File: src/rtl/branch_predictor.sv
// Direct-mapped branch target buffer with per-entry saturating direction counters.
// Lookup is combinational off registered state; updates arrive from EX on the rising edge.
module branch_predictor #(
  parameter int PC_WIDTH   = 32,
  parameter int INDEX_BITS = 4,
  parameter int TAG_BITS   = 6,
  parameter int CTR_BITS   = 2,
  parameter int PERF_WIDTH = 32
) (
  input  logic                  clk,
  input  logic                  rst,
  input  logic [PC_WIDTH-1:0]   lookup_pc,
  output logic                  pred_taken,
  output logic [PC_WIDTH-1:0]   pred_npc,
  output logic                  pred_hit,
  input  logic                  upd_valid,
  input  logic [PC_WIDTH-1:0]   upd_pc,
  input  logic                  upd_taken,
  input  logic [PC_WIDTH-1:0]   upd_target,
  input  logic                  upd_mispredict,
  input  logic                  flush,
  output logic [PERF_WIDTH-1:0] mispredict_count
);

  localparam int ENTRIES = 1 << INDEX_BITS;
  localparam logic [CTR_BITS-1:0] CTR_MAX  = '1;
  localparam logic [CTR_BITS-1:0] CTR_ZERO = '0;
  localparam logic [CTR_BITS-1:0] CTR_WEAK = CTR_BITS'(1) << (CTR_BITS - 1);
  localparam logic [PERF_WIDTH-1:0] PERF_MAX = '1;

  logic                  valid_q  [ENTRIES];
  logic [TAG_BITS-1:0]   tag_q    [ENTRIES];
  logic [PC_WIDTH-1:0]   target_q [ENTRIES];
  logic [CTR_BITS-1:0]   ctr_q    [ENTRIES];

  logic [INDEX_BITS-1:0] lookup_idx;
  logic [TAG_BITS-1:0]   lookup_tag;
  logic [INDEX_BITS-1:0] upd_idx;
  logic [TAG_BITS-1:0]   upd_tag;
  logic                  upd_hit;
  logic [CTR_BITS-1:0]   upd_ctr;
  logic [CTR_BITS-1:0]   ctr_inc;
  logic [CTR_BITS-1:0]   ctr_dec;

  // Only the index/tag fields of upd_pc address the table; the rest is intentionally ignored.
  logic unused_upd_pc;
  assign unused_upd_pc = ^upd_pc;

  assign lookup_idx = lookup_pc[INDEX_BITS+1:2];
  assign lookup_tag = lookup_pc[INDEX_BITS+TAG_BITS+1:INDEX_BITS+2];
  assign upd_idx    = upd_pc[INDEX_BITS+1:2];
  assign upd_tag    = upd_pc[INDEX_BITS+TAG_BITS+1:INDEX_BITS+2];

  assign pred_hit   = valid_q[lookup_idx] && (tag_q[lookup_idx] == lookup_tag);
  assign pred_taken = pred_hit && ctr_q[lookup_idx][CTR_BITS-1];
  assign pred_npc   = pred_taken ? target_q[lookup_idx] : lookup_pc + PC_WIDTH'(4);

  assign upd_hit = valid_q[upd_idx] && (tag_q[upd_idx] == upd_tag);
  assign upd_ctr = ctr_q[upd_idx];

  always_comb begin
    ctr_inc = upd_ctr;
    ctr_dec = upd_ctr;
    if (upd_ctr != CTR_MAX) ctr_inc = upd_ctr + CTR_BITS'(1);
    if (upd_ctr != CTR_ZERO) ctr_dec = upd_ctr - CTR_BITS'(1);
  end

  // Flush takes priority over a same-cycle update; a not-taken miss leaves the table alone.
  always_ff @(posedge clk or posedge rst) begin
    if (rst) begin
      for (int i = 0; i < ENTRIES; i++) begin
        valid_q[i]  <= 1'b0;
        tag_q[i]    <= '0;
        target_q[i] <= '0;
        ctr_q[i]    <= '0;
      end
    end else if (flush) begin
      for (int i = 0; i < ENTRIES; i++) begin
        valid_q[i] <= 1'b0;
      end
    end else if (upd_valid) begin
      if (upd_hit) begin
        if (upd_taken) begin
          ctr_q[upd_idx]    <= ctr_inc;
          target_q[upd_idx] <= upd_target;
        end else begin
          ctr_q[upd_idx] <= ctr_dec;
        end
      end else if (upd_taken) begin
        valid_q[upd_idx]  <= 1'b1;
        tag_q[upd_idx]    <= upd_tag;
        target_q[upd_idx] <= upd_target;
        ctr_q[upd_idx]    <= CTR_WEAK;
      end
    end
  end

  // Counts independently of flush and saturates rather than wrapping.
  always_ff @(posedge clk or posedge rst) begin
    if (rst) begin
      mispredict_count <= '0;
    end else if (upd_valid && upd_mispredict && (mispredict_count != PERF_MAX)) begin
      mispredict_count <= mispredict_count + PERF_WIDTH'(1);
    end
  end

endmodule

File: config.mk
export PLATFORM = sky130hd
export DESIGN_NAME = branch_predictor
export DESIGN_NICKNAME = d
export VERILOG_FILES = /design/src/rtl/branch_predictor.sv
export SDC_FILE = /design/constraint.sdc
export NUM_CORES = 2
export LEC_CHECK = 0
export BUFFER_PORTS_ARGS = -buffer_cell sky130_fd_sc_hd__buf_4
export CAP_MARGIN = 20
export CORE_MARGIN = 1
export CORE_UTILIZATION = 51
export DETAILED_ROUTE_END_ITERATION = 16
export HOLD_SLACK_MARGIN = 0.1
export PLACE_DENSITY = 0.76
export SYNTH_ARGS = -nofsm -noshare
export SYNTH_HDL_FRONTEND = slang
export SYNTH_SLANG_ARGS = --single-unit
File: constraint.sdc
create_clock -name clk -period 28.3 [get_ports clk]
set_input_delay 5.66 -clock clk [delete_from_list [all_inputs] [get_ports clk]]
set_output_delay 5.66 -clock clk [all_outputs]
set_load 0.05 [all_outputs]
======== Yosys cells after proc, flatten, opt, wreduce, memory -nomap -nowiden ========
Cells that the tools add are included.
storage, ports and cells
  output and inout bits ................... 66
  flip-flop bits (word level) ............. 688
  bits of input ports ..................... 102
  logic and storage cells ................. 142
operators by class
  add/sub/neg operators ................... 4
  equality and inequality tests ........... 5
  bitwise operators ....................... 8
  mux-type cells .......................... 43
  reductions and logical operators ........ 14
  $lt $le $gt $ge ......................... 3
operators by type and width
  cell                                            count
  bitwise mux 512 bit                             1
  two-way mux 32 bit                              7
  binary-select mux 32 bit (select 4 bit)         1
  demux 32 bit (select 4 bit)                     1
  bitwise mux 96 bit                              1
  bitwise mux 32 bit                              2
  two-way mux 16 bit                              4
  binary-select mux 6 bit (select 4 bit)          2
  adder 32 x 1 -> 32 bit (second input constant)  1
  adder 32 x 3 -> 32 bit (second input constant)  1
  != test 32 bit (second input constant)          1
  bitwise OR 16 bit                               2
  two-way mux 6 bit                               5
  demux 6 bit (select 4 bit)                      1
  bitwise AND 16 bit                              1
  binary-select mux 2 bit (select 4 bit)          2
  NOT 16 bit                                      1
  two-way mux 2 bit                               7
  equality test 6 bit                             2
  >= comparator 5 bit (second input constant)     2
  NOT 4 -> 5 bit                                  2
  AND reduction 3 bit                             3
  binary-select mux 1 bit (select 4 bit)          2
  demux 2 bit (select 4 bit)                      1
  other kinds (10)                                24

======== Depth between registers and ports, before layout ========
  word-level depth ........................ 10
  gate-level depth with buffers ........... 12
  depth with buffers taken out ............ 8

======== Worst setup path after synthesis ========
Ideal clock, no wire load.
  kind .................................... input -> output
  from .................................... input lookup_pc[4]
  to ...................................... output pred_npc[2]
  path slack .............................. 13.952 ns
  data arrival time ....................... 8.688 ns
  stages on the path ...................... 10
  required time ........................... 22.640 ns
  cell sequence ........................... clkbuf_1 clkbuf_1 mux4_2 mux2i_1 mux2i_1 xnor2_1 o211ai_1 nor4b_4 buf_6 mux2i_1
on the way
  cells in the longest elaborated chain, start to end .. 8
  elaborated cells between the ends (all ways) .. 17
RTL lines
  element                                               RTL line  source
  start: declaration                                    12        input logic [PC_WIDTH-1:0] lookup_pc,
  NOT 4 -> 5 bit (implied by the code) (*)              54, 55
  binary-select mux 6 bit (select 4 bit)                54        assign pred_hit = valid_q[lookup_idx] && (tag_q[lookup_idx] == lookup_tag);
  two-way mux 6 bit (implied by the code) (2 in a row)  54
  equality test 6 bit                                   54
  logical AND 1 bit                                     54
  logical AND 1 bit (*)                                 55        assign pred_taken = pred_hit && ctr_q[lookup_idx][CTR_BITS-1];
  net pred_taken                                        13        output logic pred_taken,
  two-way mux 32 bit (*)                                56        assign pred_npc = pred_taken ? target_q[lookup_idx] : lookup_pc + PC_WIDTH'(4);
  end: declaration                                      14        output logic [PC_WIDTH-1:0] pred_npc,
The timed path passes the listed nets; every way through them passes the cells marked *. The select of a mux whose other input is x is not followed.

======== Worst setup path in the final report ========
  from .................................... input lookup_pc[2]
  to ...................................... output pred_npc[30]
on the way
  cells in the longest elaborated chain, start to end .. 8
  elaborated cells between the ends (all ways) .. 18
RTL lines
  element                                               RTL line
  NOT 4 -> 5 bit (implied by the code)                  54, 55, 56
  binary-select mux 6 bit (select 4 bit)                54
  two-way mux 6 bit (implied by the code) (2 in a row)  54
  equality test 6 bit                                   54
  logical AND 1 bit                                     54
  logical AND 1 bit                                     55
  two-way mux 32 bit (*)                                56
Every way passes the cells marked *; elsewhere a longest branch is shown, timed or not. The select of a mux whose other input is x is not followed.

==> out/summary.txt <==
Die ar. -> 67400 um^2
Crit. End Element -> primary output
Number of synthesized flops with an enable pin -> 0
Period utilization -> 56.0%
Crit path max-delay family -> simple AND/OR/NAND/NOR gates
Fillcell total -> 4811
Yosys warnings -> 0
Static Leak -> 17.4 nW
DR pass1 iterations -> 7
Die width -> 260 um
DR iter-0 viols -> 1773
Post-Route WL -> 82200 um
Core area -> 65700 um^2
Max Root-Sink Buffers -> 3
Ys flop type -> dfrtp_1
Initial Utilization -> 51.5%
Clk Latency, worst-skew pair -> 0.62 ns
Synthesis-to-layout area growth -> 12.8%
CTS buffer count -> 74
Number of global-route vias before repair -> 21.5k
Share of layout cells above drive strength 1 -> 47.5%
Wl on met1 -> 34100 um
Grt ovf -> 0
Met2 wire length -> 41500 um
Post-synth ARST share -> 100%
Kind of critical path -> in2out
Comb pwr share -> 14.3%
CTS Hold Buffers Added -> 0
Resized Gates After CTS -> 0
Clock-pin slew on the worst setup and hold paths -> 0.06 ns
Final Hold Viols -> 0
Status -> completed
Clock share of power -> 39.1%
Met3 WL -> 4590 um
Peak VDD IR -> 0.0378 mV
Slowest stage delay, CP -> 0.78 ns
Required @ worst endpoint -> 22.64 ns
Clock Tree Root -> clkbuf_16
Hold_ws -> 0.496 ns
Clk sinks -> 688
NetSw -> 0.634 mW
Largest net degree at the start of global routing -> 132
I/O Buffers -> 145
H-tree depth -> 3
Sequential Power Share -> 46.6%
Post-synthesis area per instance -> 15.2 um^2
Final Max Tran Viols -> 0
Final Skew -> 0.00662 ns
Row Count -> 94
Overall Global Routing Usage -> 25.1%
Seq cells post-synth -> 688
Synth Cell Area -> 33800 um^2
Sw Ratio -> 25.1%
Initial antenna violation count -> 6
Setup_tns -> 0 ns
Crit path buffers/inverters -> 3
Total number of vias -> 20.0k
Pre-CTS setup slack -> 12.44 ns
Max-slew headroom -> 34.1%
Synthesized instance count -> 2230
Global-route wire length before repair -> 129000 um
CP max-delay cell -> buf_4
# setup viols final -> 0
Post-route ant nets -> 0
F_max -> 0.0631 GHz
Vias per std cell -> 6.21
CP max FO -> 79
Critical path cell sequence -> buf_8 -> buf_4 -> ha_1 -> and3_1 -> nand4_1 -> or2_2 -> nor3_1 -> nand4_1 -> xnor2_1 -> mux2_1 -> buf_4
Power Density -> 66.1 nW/um^2
Post-synth cell types -> 62
Synth Net Count -> 2334
MaxCap Viol Count -> 0
DP Wirelength -> 47800 um
Pint -> 1.89 mW
DR top layer -> met5
Worst setup SP type -> input pin
Worst Setup Slack, final -> 12.46 ns
Worst slew pin tran -> 0.988 ns
Post-CTS setup buffer count -> 0
Io pins -> 168
Arrival @ worst endpoint -> 10.18 ns
Final Net Count -> 2408
Placer Congestion -> 0.838
Die Ht -> 260 um
Worst hold path class -> reg2reg
RSZ-0062 raised after global routing -> false
Avg WL per Cell -> 25.5 um
Tmin final -> 15.84 ns
TritonCTS clock tree -> yes
DRC viols -> 0
Sequential cell area fraction in the yosys report -> 50.9%
worst register-to-register path, stage by stage (launching register included):
cell	delay, ns
dfrtp_1	0.39
mux4_2	0.47
mux2i_1	0.19
xnor2_1	0.13
nor4bb_1	0.37
o211ai_1	0.16
buf_4	0.41
o21ai_4	0.57
mux2_1	0.39
state kept, by name, summed over array words and instances (netlist names):
signal            flops
tag_q                96
target_q            512
valid_q              16
ctr_q                32
mispredict_count     32
layout by cell type (no fill, tap or decap), types with 4 or more instances in the layout:
| master | instances |
|---|---|
| nand3b_1 | 18 |
| mux2_2 | 539 |
| o21ai_4 | 11 |
| o32a_1 | 16 |
| inv_1 | 45 |
| clkinv_2 | 14 |
| buf_4 | 177 |
| and4_1 | 9 |
| mux2i_1 | 32 |
| nor2_1 | 33 |
| o32ai_1 | 17 |
| clkbuf_16 | 76 |
| nor4_1 | 5 |
| xor2_1 | 24 |
| or2_2 | 4 |
| mux4_2 | 223 |
| and3_1 | 6 |
| o21ai_2 | 8 |
| nand4_1 | 14 |
| buf_16 | 5 |
| clkbuf_8 | 12 |
| nor3_1 | 12 |
| nor2_4 | 10 |
| o21ba_1 | 16 |
| o21bai_4 | 5 |
| clkbuf_1 | 11 |
| xnor2_1 | 48 |
| a21oi_1 | 4 |
| o22ai_1 | 4 |
| nand3_1 | 35 |
| dfrtp_1 | 688 |
| mux2_1 | 113 |
| bufinv_16 | 7 |
| nor2b_1 | 5 |
| nand2_1 | 33 |
| o211ai_1 | 4 |
| o21ai_1 | 19 |
synthesized netlist by cell type (all sizes together) (6+ instances only):
| library cell | count | area, um^2 |
|---|---|---|
| xor2 | 24 | 210 |
| nor2 | 43 | 161 |
| nor3 | 13 | 65.1 |
| mux2 | 652 | 7340 |
| o21ai | 41 | 355 |
| nand3 | 38 | 190 |
| nor2b | 6 | 37.5 |
| nand3b | 18 | 135 |
| xnor2 | 48 | 420 |
| o32ai | 17 | 149 |
| o32a | 16 | 160 |
| dfrtp | 688 | 17200 |
| nand4 | 14 | 87.6 |
| and3 | 6 | 37.5 |
| mux4 | 223 | 5020 |
| o21ba | 16 | 160 |
| and4 | 9 | 78.8 |
| mux2i | 32 | 320 |
| nand2 | 34 | 130 |
| buf | 60 | 370 |
| clkbuf | 126 | 474 |
| inv | 46 | 173 |
cell type report:
| cell class | instances | area [um^2] | share of cell area [%] |
|---|---|---|---|
| Sequential cell | 688 | 17200 | 45.1 |
| Tap cell | 864 | 1080 | 2.83 |
| Antenna cell | 2 | 5.00 | 0.0131 |
| Clock buffer | 99 | 2110 | 5.53 |
| Timing Repair Buffer | 184 | 1490 | 3.91 |
| Clock inverter | 30 | 374 | 0.980 |
| Inverter | 47 | 184 | 0.482 |
| Multi-Input combinational cell | 1309 | 15700 | 41.1 |
path summary, 6_finish.rpt:
path,start,slack [ns],end,cells after the start
min in group asynchronous,rst,5.17,tag_q[47],2
max in group asynchronous,rst,20.65,mispredict_count[13],5
max,lookup_pc[2],12.46,pred_npc[30],11
max reg2reg,tag_q[28],25.10,tag_q[25],8
min reg2reg,mispredict_count[26],0.50,mispredict_count[26],1
min,mispredict_count[26],0.50,mispredict_count[26],1
through the flow:
step | cell area [um^2] | cells | power (mW) | util, %
2_1_floorplan | 33800 | 2230 | 1.45 | -
3_3_place_gp | 35500 | 3087 | 1.52 | 54.0
3_5_place_dp | 35500 | 3087 | 1.55 | 54.0
4_1_cts | 38000 | 3216 | 2.54 | 57.8
5_1_grt | 38200 | 3222 | 2.62 | 58.0
6_report | 38200 | 3223 | 2.52 | 58.0
power groups by stage:
| stage | clock [mW] | combinational [mW] | sequential (mW) |
|---|---|---|---|
| 6_report | 0.987 | 0.361 | 1.17 |
| 5_1_grt | 1.04 | 0.389 | 1.19 |
| 4_1_cts | 1.00 | 0.362 | 1.17 |
| 3_5_place_dp | 0 | 0.360 | 1.19 |
| 3_3_place_gp | 0 | 0.347 | 1.18 |
| 2_1_floorplan | 0 | 0.266 | 1.18 |
logic make-up (layout without fill, tap and decap cells):
kind of cell,count (synthesis),in the layout,synth area share [%]
buffers and inverters,233,360,3.02
other,0,2,0
XOR/XNOR,72,72,1.86
multiplexers,907,907,37.5
flip-flops,688,688,50.9
adder cells (fa/ha/maj),4,4,0.141
AO/OA/AOI/OAI,123,123,3.38
AND/OR/NAND/NOR,203,203,3.21
metal layers:
layer	GRT usage (%)	vias up
li1	-	8496
met1	33.4	10785
met2	42.2	582
met3	4.54	135
met4	7.16	8
met5	0	-
Power figures use the tool's default switching activity.
